**config.mk**
```make
export PLATFORM = sky130hd
export DESIGN_NAME = jtopl_slot_seq_flat
export DESIGN_NICKNAME = d
export VERILOG_FILES = /design/src/rtl/jtopl_slot_seq_if.sv /design/src/rtl/jtopl_slot_seq.sv /design/src/flat_wrapper.sv
export SDC_FILE = /design/constraint.sdc
export NUM_CORES = 1
export LEC_CHECK = 0
export ABC_CLOCK_PERIOD_IN_PS = 3400
export BUFFER_PORTS_ARGS = -buffer_cell sky130_fd_sc_hd__clkbuf_2
export CORE_ASPECT_RATIO = 0.6
export CORE_MARGIN = 2
export CORE_UTILIZATION = 55
export CTS_CLUSTER_SIZE = 10
export DETAILED_ROUTE_END_ITERATION = 12
export HOLD_SLACK_MARGIN = 0.05
export PLACE_DENSITY = 0.86
export SLEW_MARGIN = 20
export SYNTH_ARGS = -nofsm -noshare
export SYNTH_HDL_FRONTEND = slang
export SYNTH_SLANG_ARGS = --single-unit
```
**constraint.sdc**
```tcl
create_clock -name clk -period 3.4 [get_ports clk]
set_input_delay 0.68 -clock clk [delete_from_list [all_inputs] [get_ports clk]]
set_output_delay 0.68 -clock clk [all_outputs]
set_load 0.005 [all_outputs]
```
**src/rtl/jtopl_slot_seq_if.sv**
```systemverilog
// Sequencer bus: clock enable and hold request in, operator timing and hold ack out.
// master = host/register side, slave = the sequencer itself.
interface jtopl_slot_seq_if;
    logic        cen;
    logic        hold_req;
    logic        hold_ack;
    logic        cenop;
    logic [17:0] slot;
    logic [1:0]  group;
    logic [2:0]  subslot;
    logic        zero;

    modport master (
        output cen, hold_req,
        input  hold_ack, cenop, slot, group, subslot, zero
    );

    modport slave (
        input  cen, hold_req,
        output hold_ack, cenop, slot, group, subslot, zero
    );
endinterface

```
**src/rtl/jtopl_slot_seq.sv**
```systemverilog
// OPL operator timing: divides cen into cenop, walks an 18-slot one-hot ring, freezes at a sample boundary on request.
// cenop registered 1 clk after the DIV-th cen; hold_ack rises on the edge that retires slot 17 while draining.
module jtopl_slot_seq #(
    parameter int DIV = 4
) (
    input  logic            clk,
    input  logic            rst_n,
    jtopl_slot_seq_if.slave bus
);
    typedef enum logic [1:0] {RUN, DRAIN, HELD} state_t;

    localparam logic [3:0] PRE_LAST = 4'(DIV - 1);

    state_t      state;
    logic        hold_ack;
    logic [3:0]  pre;
    logic        cenop_i;
    logic        cenop;
    logic [17:0] slot;
    logic [1:0]  grp;
    logic [2:0]  sub;

    assign cenop = cenop_i & (state != HELD);

    assign bus.cenop    = cenop;
    assign bus.zero     = cenop & slot[0];
    assign bus.hold_ack = hold_ack;
    assign bus.slot     = slot;
    assign bus.group    = grp;
    assign bus.subslot  = sub;

    // Free-running prescaler: keeps its phase even while held, so a release
    // does not realign cenop.
    always_ff @(posedge clk) begin
        if (!rst_n) begin
            pre     <= 4'd0;
            cenop_i <= 1'b0;
        end else if (bus.cen) begin
            if (pre == PRE_LAST) begin
                pre     <= 4'd0;
                cenop_i <= 1'b1;
            end else begin
                pre     <= pre + 4'd1;
                cenop_i <= 1'b0;
            end
        end else begin
            cenop_i <= 1'b0;
        end
    end

    always_ff @(posedge clk) begin
        if (!rst_n) begin
            slot <= 18'd1;
            grp  <= 2'd0;
            sub  <= 3'd0;
        end else if (cenop) begin
            slot <= {slot[16:0], slot[17]};
            if (sub == 3'd5) begin
                sub <= 3'd0;
                grp <= (grp == 2'd2) ? 2'd0 : grp + 2'd1;
            end else begin
                sub <= sub + 3'd1;
            end
        end
    end

    // The slot-17 pulse that triggers HELD is still emitted, so the freeze
    // lands exactly with slot back at bit 0.
    always_ff @(posedge clk) begin
        if (!rst_n) begin
            state    <= RUN;
            hold_ack <= 1'b0;
        end else begin
            case (state)
                RUN: begin
                    if (bus.hold_req) state <= DRAIN;
                end
                DRAIN: begin
                    if (!bus.hold_req) begin
                        state <= RUN;
                    end else if (cenop && slot[17]) begin
                        state    <= HELD;
                        hold_ack <= 1'b1;
                    end
                end
                HELD: begin
                    if (!bus.hold_req) begin
                        state    <= RUN;
                        hold_ack <= 1'b0;
                    end
                end
                default: begin
                    state    <= RUN;
                    hold_ack <= 1'b0;
                end
            endcase
        end
    end
endmodule

```
**src/flat_wrapper.sv**
```systemverilog
// flat-port wrapper written by rule: the top's interface ports become plain ports
module jtopl_slot_seq_flat 
#(
    parameter int DIV = 4
)
  (clk, rst_n, bus_cen, bus_hold_req, bus_hold_ack, bus_cenop, bus_slot, bus_group, bus_subslot, bus_zero);
  jtopl_slot_seq_if bus_i ();
  input  logic clk;
  input  logic rst_n;
  input wire logic [$bits(bus_i.cen)-1:0] bus_cen;
  input wire logic [$bits(bus_i.hold_req)-1:0] bus_hold_req;
  output wire logic [$bits(bus_i.hold_ack)-1:0] bus_hold_ack;
  output wire logic [$bits(bus_i.cenop)-1:0] bus_cenop;
  output wire logic [$bits(bus_i.slot)-1:0] bus_slot;
  output wire logic [$bits(bus_i.group)-1:0] bus_group;
  output wire logic [$bits(bus_i.subslot)-1:0] bus_subslot;
  output wire logic [$bits(bus_i.zero)-1:0] bus_zero;
  assign bus_i.cen = bus_cen;
  assign bus_i.hold_req = bus_hold_req;
  assign bus_hold_ack = bus_i.hold_ack;
  assign bus_cenop = bus_i.cenop;
  assign bus_slot = bus_i.slot;
  assign bus_group = bus_i.group;
  assign bus_subslot = bus_i.subslot;
  assign bus_zero = bus_i.zero;
  jtopl_slot_seq #(.DIV(DIV)) u_core (.clk(clk), .rst_n(rst_n), .bus(bus_i));
endmodule
```
==> flow_summary.ini, run 1 <==
[synth]
gate_count_after_technology_mapping = 147
synth-adder-area-share_pct = 1.00
synth_top_family_by_area = compound AO/OA/AOI/OAI gates
synth_mux_area_share_pct = 0.803
synthesis.area_mm2 = 0.00125
syn-mean-instance-area_um2 = 8.48
synth-warning-count = 0
synth-edff-count = 0
dominantRegCellSynth = sky130_fd_sc_hd__dfxtp_1
synth_xor_area_share_pct = 0.703
synth_compound_area_share_pct = 21.6
postSynth.asyncResetShare_pct = 0
post_synth_and_or_nand_nor_area_fraction_pct = 21.3
synth.lib_cells_used.distinct = 29
synth_sequential_area_ratio_pct = 49.8
post_synthesis_net_count = 152
postSynthRegisterBits = 31

[global_route]
first_global_vias = 931
wire_length_of_the_first_global_routing_pass_um = 4150
antenna_found_initial = 0
grt.overflow.total = 0
global_route_total_usage_across_every_layer_pct = 22.2
grt_max_degree = 27

[sta]
worstMarginPinSlew_ns = 0.687
timing.final.ws_setup_ns = 1.03
finalSetupViolCount = 0
fmaxAchievable_ghz = 0.421
setup_total_negative_slack_ns = 0
final-hold-violation-count = 0
min_period_over_period_pct = 69.8
maxSlewHeadroom_pct = 54.2
maxSlewViolCount = 0
final.min_clock_period_ns = 2.37
timing.clock.skew_ns = 0.00212
rsz0062_at_grt = false

[setup_path]
worst-endpoint-arrival_ns = 1.69
worst_reg_to_reg_path_cell_count = 3
critical_path.startpoint = u_core.state[0]
cp_max_fo = 22
regToRegStartpoint = u_core.state[0]
worst_path_largest_cell_delay_ns = 0.58
timing.critical_path.from_type = flip-flop
critPathRequiredTime_ns = 2.72
timing.critical_path.cells = or2b_1, nand3_1, inv_1, clkbuf_2
crit_path_end_kind = output port
worst_r2r_endpoint = u_core.bus.slot[1]
cp_slowest_cell = sky130_fd_sc_hd__or2b_1
setup.worst_path.end = bus_zero
worstSetupPathType = flip-flop to output port
worst-r2r-setup-slack_ns = 1.87

[clock_tree]
cts_tree = built
clockBufferDepth = 2
cts_hold_buffers = 0
numClockSinks = 31
clk_pin_slew_worst_paths_ns = 0.06
cts_max_level = 2
cts_setup_buffers = 0
ctsResizeCount = 0
cts_buffers = 5
root_buffer = sky130_fd_sc_hd__clkbuf_8
clock_insertion_delay_worst_skew_ns = 0.29

[die]
core_area_mm2 = 0.00215
top_level_ports = 30
die_width_um = 65.5
die_y_um = 40.9
num_rows = 13
dieArea_mm2 = 0.00267
start_util_pct = 58.0

[routing]
detailedRoute.firstIterationViolations = 85
route.detailed.wl_per_inst_um = 13.9
route.final.wire_length_um = 2850
ant_nets_after_route = 0
firstDrtPassIters = 4
detail_route.drc_violations = 0
detailroute.via_count = 1203
avgViaCountPerCell = 5.87

[outcome]
outcome = complete, no violations

[cells_and_area]
drive_gt1_share_pct = 21.7
finalCoreUtilization_pct = 68.6
final_common_cell = sky130_fd_sc_hd__dfxtp_1
fillerInstances = 184
nNetsFinal = 179
multiInputGateArea_um2 = 566
number_of_antenna_cells_inserted = 0
area.sequential_um2 = 621
synthToLayoutAreaGrowth_pct = 18.2
layout_common_cells = sky130_fd_sc_hd__dfxtp_1, sky130_fd_sc_hd__clkbuf_2, sky130_fd_sc_hd__a21oi_1, sky130_fd_sc_hd__o21ai_0, sky130_fd_sc_hd__nand3_1

[min_path]
worst_hold_path_type = flip-flop to flip-flop
hold_path.startpoint = u_core.bus.slot[8]

[power_and_ir_drop]
clkPwrFrac_pct = 41.4
power.share.combinational_pct = 2.5
psw_mw = 0.143
power.density_mw_per_mm2 = 447
cell_leakage_power_nw = 0.563
swShare_pct = 21.8
power.sequential.fraction_pct = 56.1
power.total_mw = 0.658
worst_ir_drop_vdd_mv = 0.355
internal_power_mw = 0.515

[place]
io_buffer_count = 29
place_hpwl_um = 1880
gp_routability_congestion = 0.776
pre_cts_ws_ns = 1.37

[job]
maxCapViolations = 0
==> per-stage QoR <==
step                cell area (µm²)  hold slack (ns)  cells
floorplan                      1250            0.456    147
global placement               1390            0.463    197
detailed placement             1390            0.472    197
CTS                            1470            0.482    205
global route                   1470            0.500    205
finish                         1470            0.481    205
==> power by group through the flow <==
stage	logic [mW]	clock network, mW	registers [mW]
3_5_place_dp	0.0164	0	0.377
2_1_floorplan	0.0108	0	0.376
3_3_place_gp	0.0157	0	0.376
5_1_grt	0.0181	0.301	0.369
4_1_cts	0.0163	0.277	0.369
6_report	0.0165	0.273	0.369
==> worst min path at each step <==
stage	end	slack, ns	depth (start not counted)
finish	u_core.bus.slot[9]	0.48	2
global route	u_core.bus.slot[10]	0.50	2
CTS	u_core.bus.slot[9]	0.48	2
detailed placement	u_core.bus.slot[9]	0.47	2
global placement	u_core.bus.slot[6]	0.46	2
floorplan	u_core.cenop_i	0.46	1
==> critical path: cells and delay by family (launching register included) <==
kind / cells / cell delay, ns
AND/OR/NAND/NOR: 2 / 0.78
flip-flops: 1 / 0.43
buffers and inverters: 2 / 0.20
==> cell usage after synthesis, drive strengths merged, types with 2 or more instances <==
cell type   n  area [µm²]
nor2        6        22.5
nand2b      2        12.5
o31ai       2        15.0
inv         3        11.3
nor2b       4        32.5
nand4b      2        17.5
buf         5        25.0
clkbuf      5        20.0
dfxtp      31         621
a21oi      24         120
o21ai      22         110
nand4       3        18.8
nand2       4        15.0
nand3      20         100
o21a        2        15.0
==> final cells by class <==
cell class	count	area share (%)
Sequential cell	31	42.1
Multi-Input combinational cell	102	38.4
Timing Repair Buffer	30	10.4
Clock buffer	7	5.18
Tap cell	30	2.55
Inverter	4	1.02
Clock inverter	1	0.340
==> kinds of logic after synthesis <==
logic type	count (synthesis)
AO/OA/AOI/OAI	51
XOR/XNOR	1
adder cells (fa/ha/maj)	1
buffers and inverters	14
flip-flops	31
multiplexers	1
AND/OR/NAND/NOR	48
==> flip-flops by register name, summed over array words and instances (netlist names) <==
register,flops
u_core.bus.subslot,3
u_core.bus.hold_ack,1
u_core.bus.group,2
u_core.state,2
u_core.bus.slot,18
u_core.pre,4
u_core.cenop_i,1
==> per-layer routing <==
| layer | vias to the layer above | track usage, % | routed length, µm |
|---|---|---|---|
| met2 | 48 | 36.2 | 1310 |
| met4 | 0 | 8.33 | 34 |
| li1 | 578 | - | - |
| met1 | 571 | 25.3 | 1320 |
| met3 | 6 | 12.4 | 182 |
| met5 | - | 0 | 0 |
(Power assumes the default switching activity.)
==> inputs of run 2 (changes only) <==
- ABC_CLOCK_PERIOD_IN_PS: 3400 -> 2400
- CORE_UTILIZATION: 55 -> 51
- PLACE_DENSITY: 0.86 -> 0.81
- clock period: 3.4 -> 2.4 ns (I/O delays scaled with it)
==> run 2 against run 1 <==
Against the previous run: core utilization fell by 1.8 points; critical endpoint unchanged; worst setup slack lost 0.76 ns; sequential share of layout area decreased by 0.74 points; largest cell class unchanged; total power increased by 50%; die area grew 7.2%; largest power group unchanged; clock-buffer cell count rose by 1; sequential power is 41% higher; global-route usage decreased by 0.96 points; critical path type unchanged.
==> flow_summary.ini, run 2 (synthesis gave the netlist of run 1 again) <==
[outcome]
outcome = complete, no violations

[global_route]
first_global_vias = 1037
global_route_total_usage_across_every_layer_pct = 21.3
grt.overflow.total = 0
grt_max_degree = 27
wire_length_of_the_first_global_routing_pass_um = 4510
antenna_found_initial = 0

[place]
placed_instances = 198
gp_routability_congestion = 0.802
place_hpwl_um = 1870
io_buffer_count = 29

[cells_and_area]
regMostFlops = u_core.bus.slot
synthToLayoutAreaGrowth_pct = 20.3
nNetsFinal = 180
drive_gt1_share_pct = 22.7
largest_register_ff_count = 18
finish.cell_count_without_fillers = 206
final_common_cell = sky130_fd_sc_hd__dfxtp_1
number_of_antenna_cells_inserted = 0
layout_common_cells = sky130_fd_sc_hd__dfxtp_1, sky130_fd_sc_hd__clkbuf_2, sky130_fd_sc_hd__a21oi_1, sky130_fd_sc_hd__o21ai_0, sky130_fd_sc_hd__nand3_1

[die]
core_area_mm2 = 0.00224
dieArea_mm2 = 0.00287
die_width_um = 67.8
num_rows = 13
die_y_um = 42.3
start_util_pct = 55.5
top_level_ports = 30

[clock_tree]
ctsResizeCount = 0
cts_setup_buffers = 0
clock_insertion_delay_worst_skew_ns = 0.28
clk_pin_slew_worst_paths_ns = 0.06
cts_hold_buffers = 0
cts_max_level = 2
cts_buffers = 5
clockBufferDepth = 2
root_buffer = sky130_fd_sc_hd__clkbuf_8
cts_tree = built
numClockSinks = 31

[routing]
detailroute.via_count = 1186
avgViaCountPerCell = 5.76
route.detailed.wl_per_inst_um = 13.8
route.final.wire_length_um = 2840
ant_nets_after_route = 0
detail_route.drc_violations = 0
firstDrtPassIters = 5
detailedRoute.firstIterationViolations = 150

[setup_path]
crit_path_end_kind = output port
timing.critical_path.from_type = flip-flop
cp_max_fo = 22
worstSetupPathType = flip-flop to output port
critPathRequiredTime_ns = 1.92
worst-endpoint-arrival_ns = 1.65

[job]
maxCapViolations = 0

[min_path]
worst_hold_path_type = input port to flip-flop

[sta]
final.min_clock_period_ns = 2.13
timing.clock.skew_ns = 0.00428
fmaxAchievable_ghz = 0.469
worstMarginPinSlew_ns = 0.674
min_period_over_period_pct = 88.8
finalSetupViolCount = 0
setup_total_negative_slack_ns = 0
final-hold-violation-count = 0
maxSlewViolCount = 0
maxSlewHeadroom_pct = 55.0
rsz0062_at_grt = false

[power_and_ir_drop]
worst_ir_drop_vdd_mv = 0.314
power.density_mw_per_mm2 = 659
cell_leakage_power_nw = 0.577
-- run 2: worst paths after layout --
kind                 startpoint                  to  slack [ns]  cells past startpoint
max             u_core.state[0]            bus_zero        0.27                      4
min                       rst_n  u_core.bus.slot[0]        0.43                      2
max reg2reg     u_core.state[0]  u_core.bus.slot[2]        0.95                      3
min reg2reg  u_core.bus.slot[6]  u_core.bus.slot[7]        0.48                      2
-- run 2: per-stage QoR --
stage          util (%)  area [µm²]  worst slack [ns]  hold slack, ns  power [mW]
2_1_floorplan         -        1250              1.12           0.456       0.548
3_3_place_gp       62.3        1400             0.623           0.462       0.557
3_5_place_dp       62.3        1400             0.588           0.474       0.559
4_1_cts            66.8        1500             0.270           0.425       0.998
5_1_grt            66.8        1500             0.168           0.440        1.02
6_report           66.8        1500             0.269           0.434       0.988
-- run 2: cell type report --
cell class | count | area, µm²
clock buffers | 8 | 100
multi-input cells | 102 | 566
inverters | 4 | 15.0
well taps | 30 | 37.5
flip-flops and latches | 31 | 621
fillers | 185 | 746
repair buffers | 31 | 160
-- run 2: worst max-delay path, stage by stage, from the launching register on --
cell,delay [ns]
sky130_fd_sc_hd__dfxtp_1,0.41
sky130_fd_sc_hd__or2b_1,0.57
sky130_fd_sc_hd__nand3_1,0.20
sky130_fd_sc_hd__inv_1,0.08
sky130_fd_sc_hd__clkbuf_2,0.10
-- run 2: metal layers --
metal,global-route usage [%],routed length (µm)
met1,27.1,1220
met2,31.8,1380
met3,7.26,212
met4,10.8,32
met5,0,0
-- run 2: where the power goes --
part           total, mW  internal, mW  switching [mW]
registers          0.522         0.519         0.00382
clock network      0.440         0.261           0.179
logic             0.0251       0.00904          0.0161
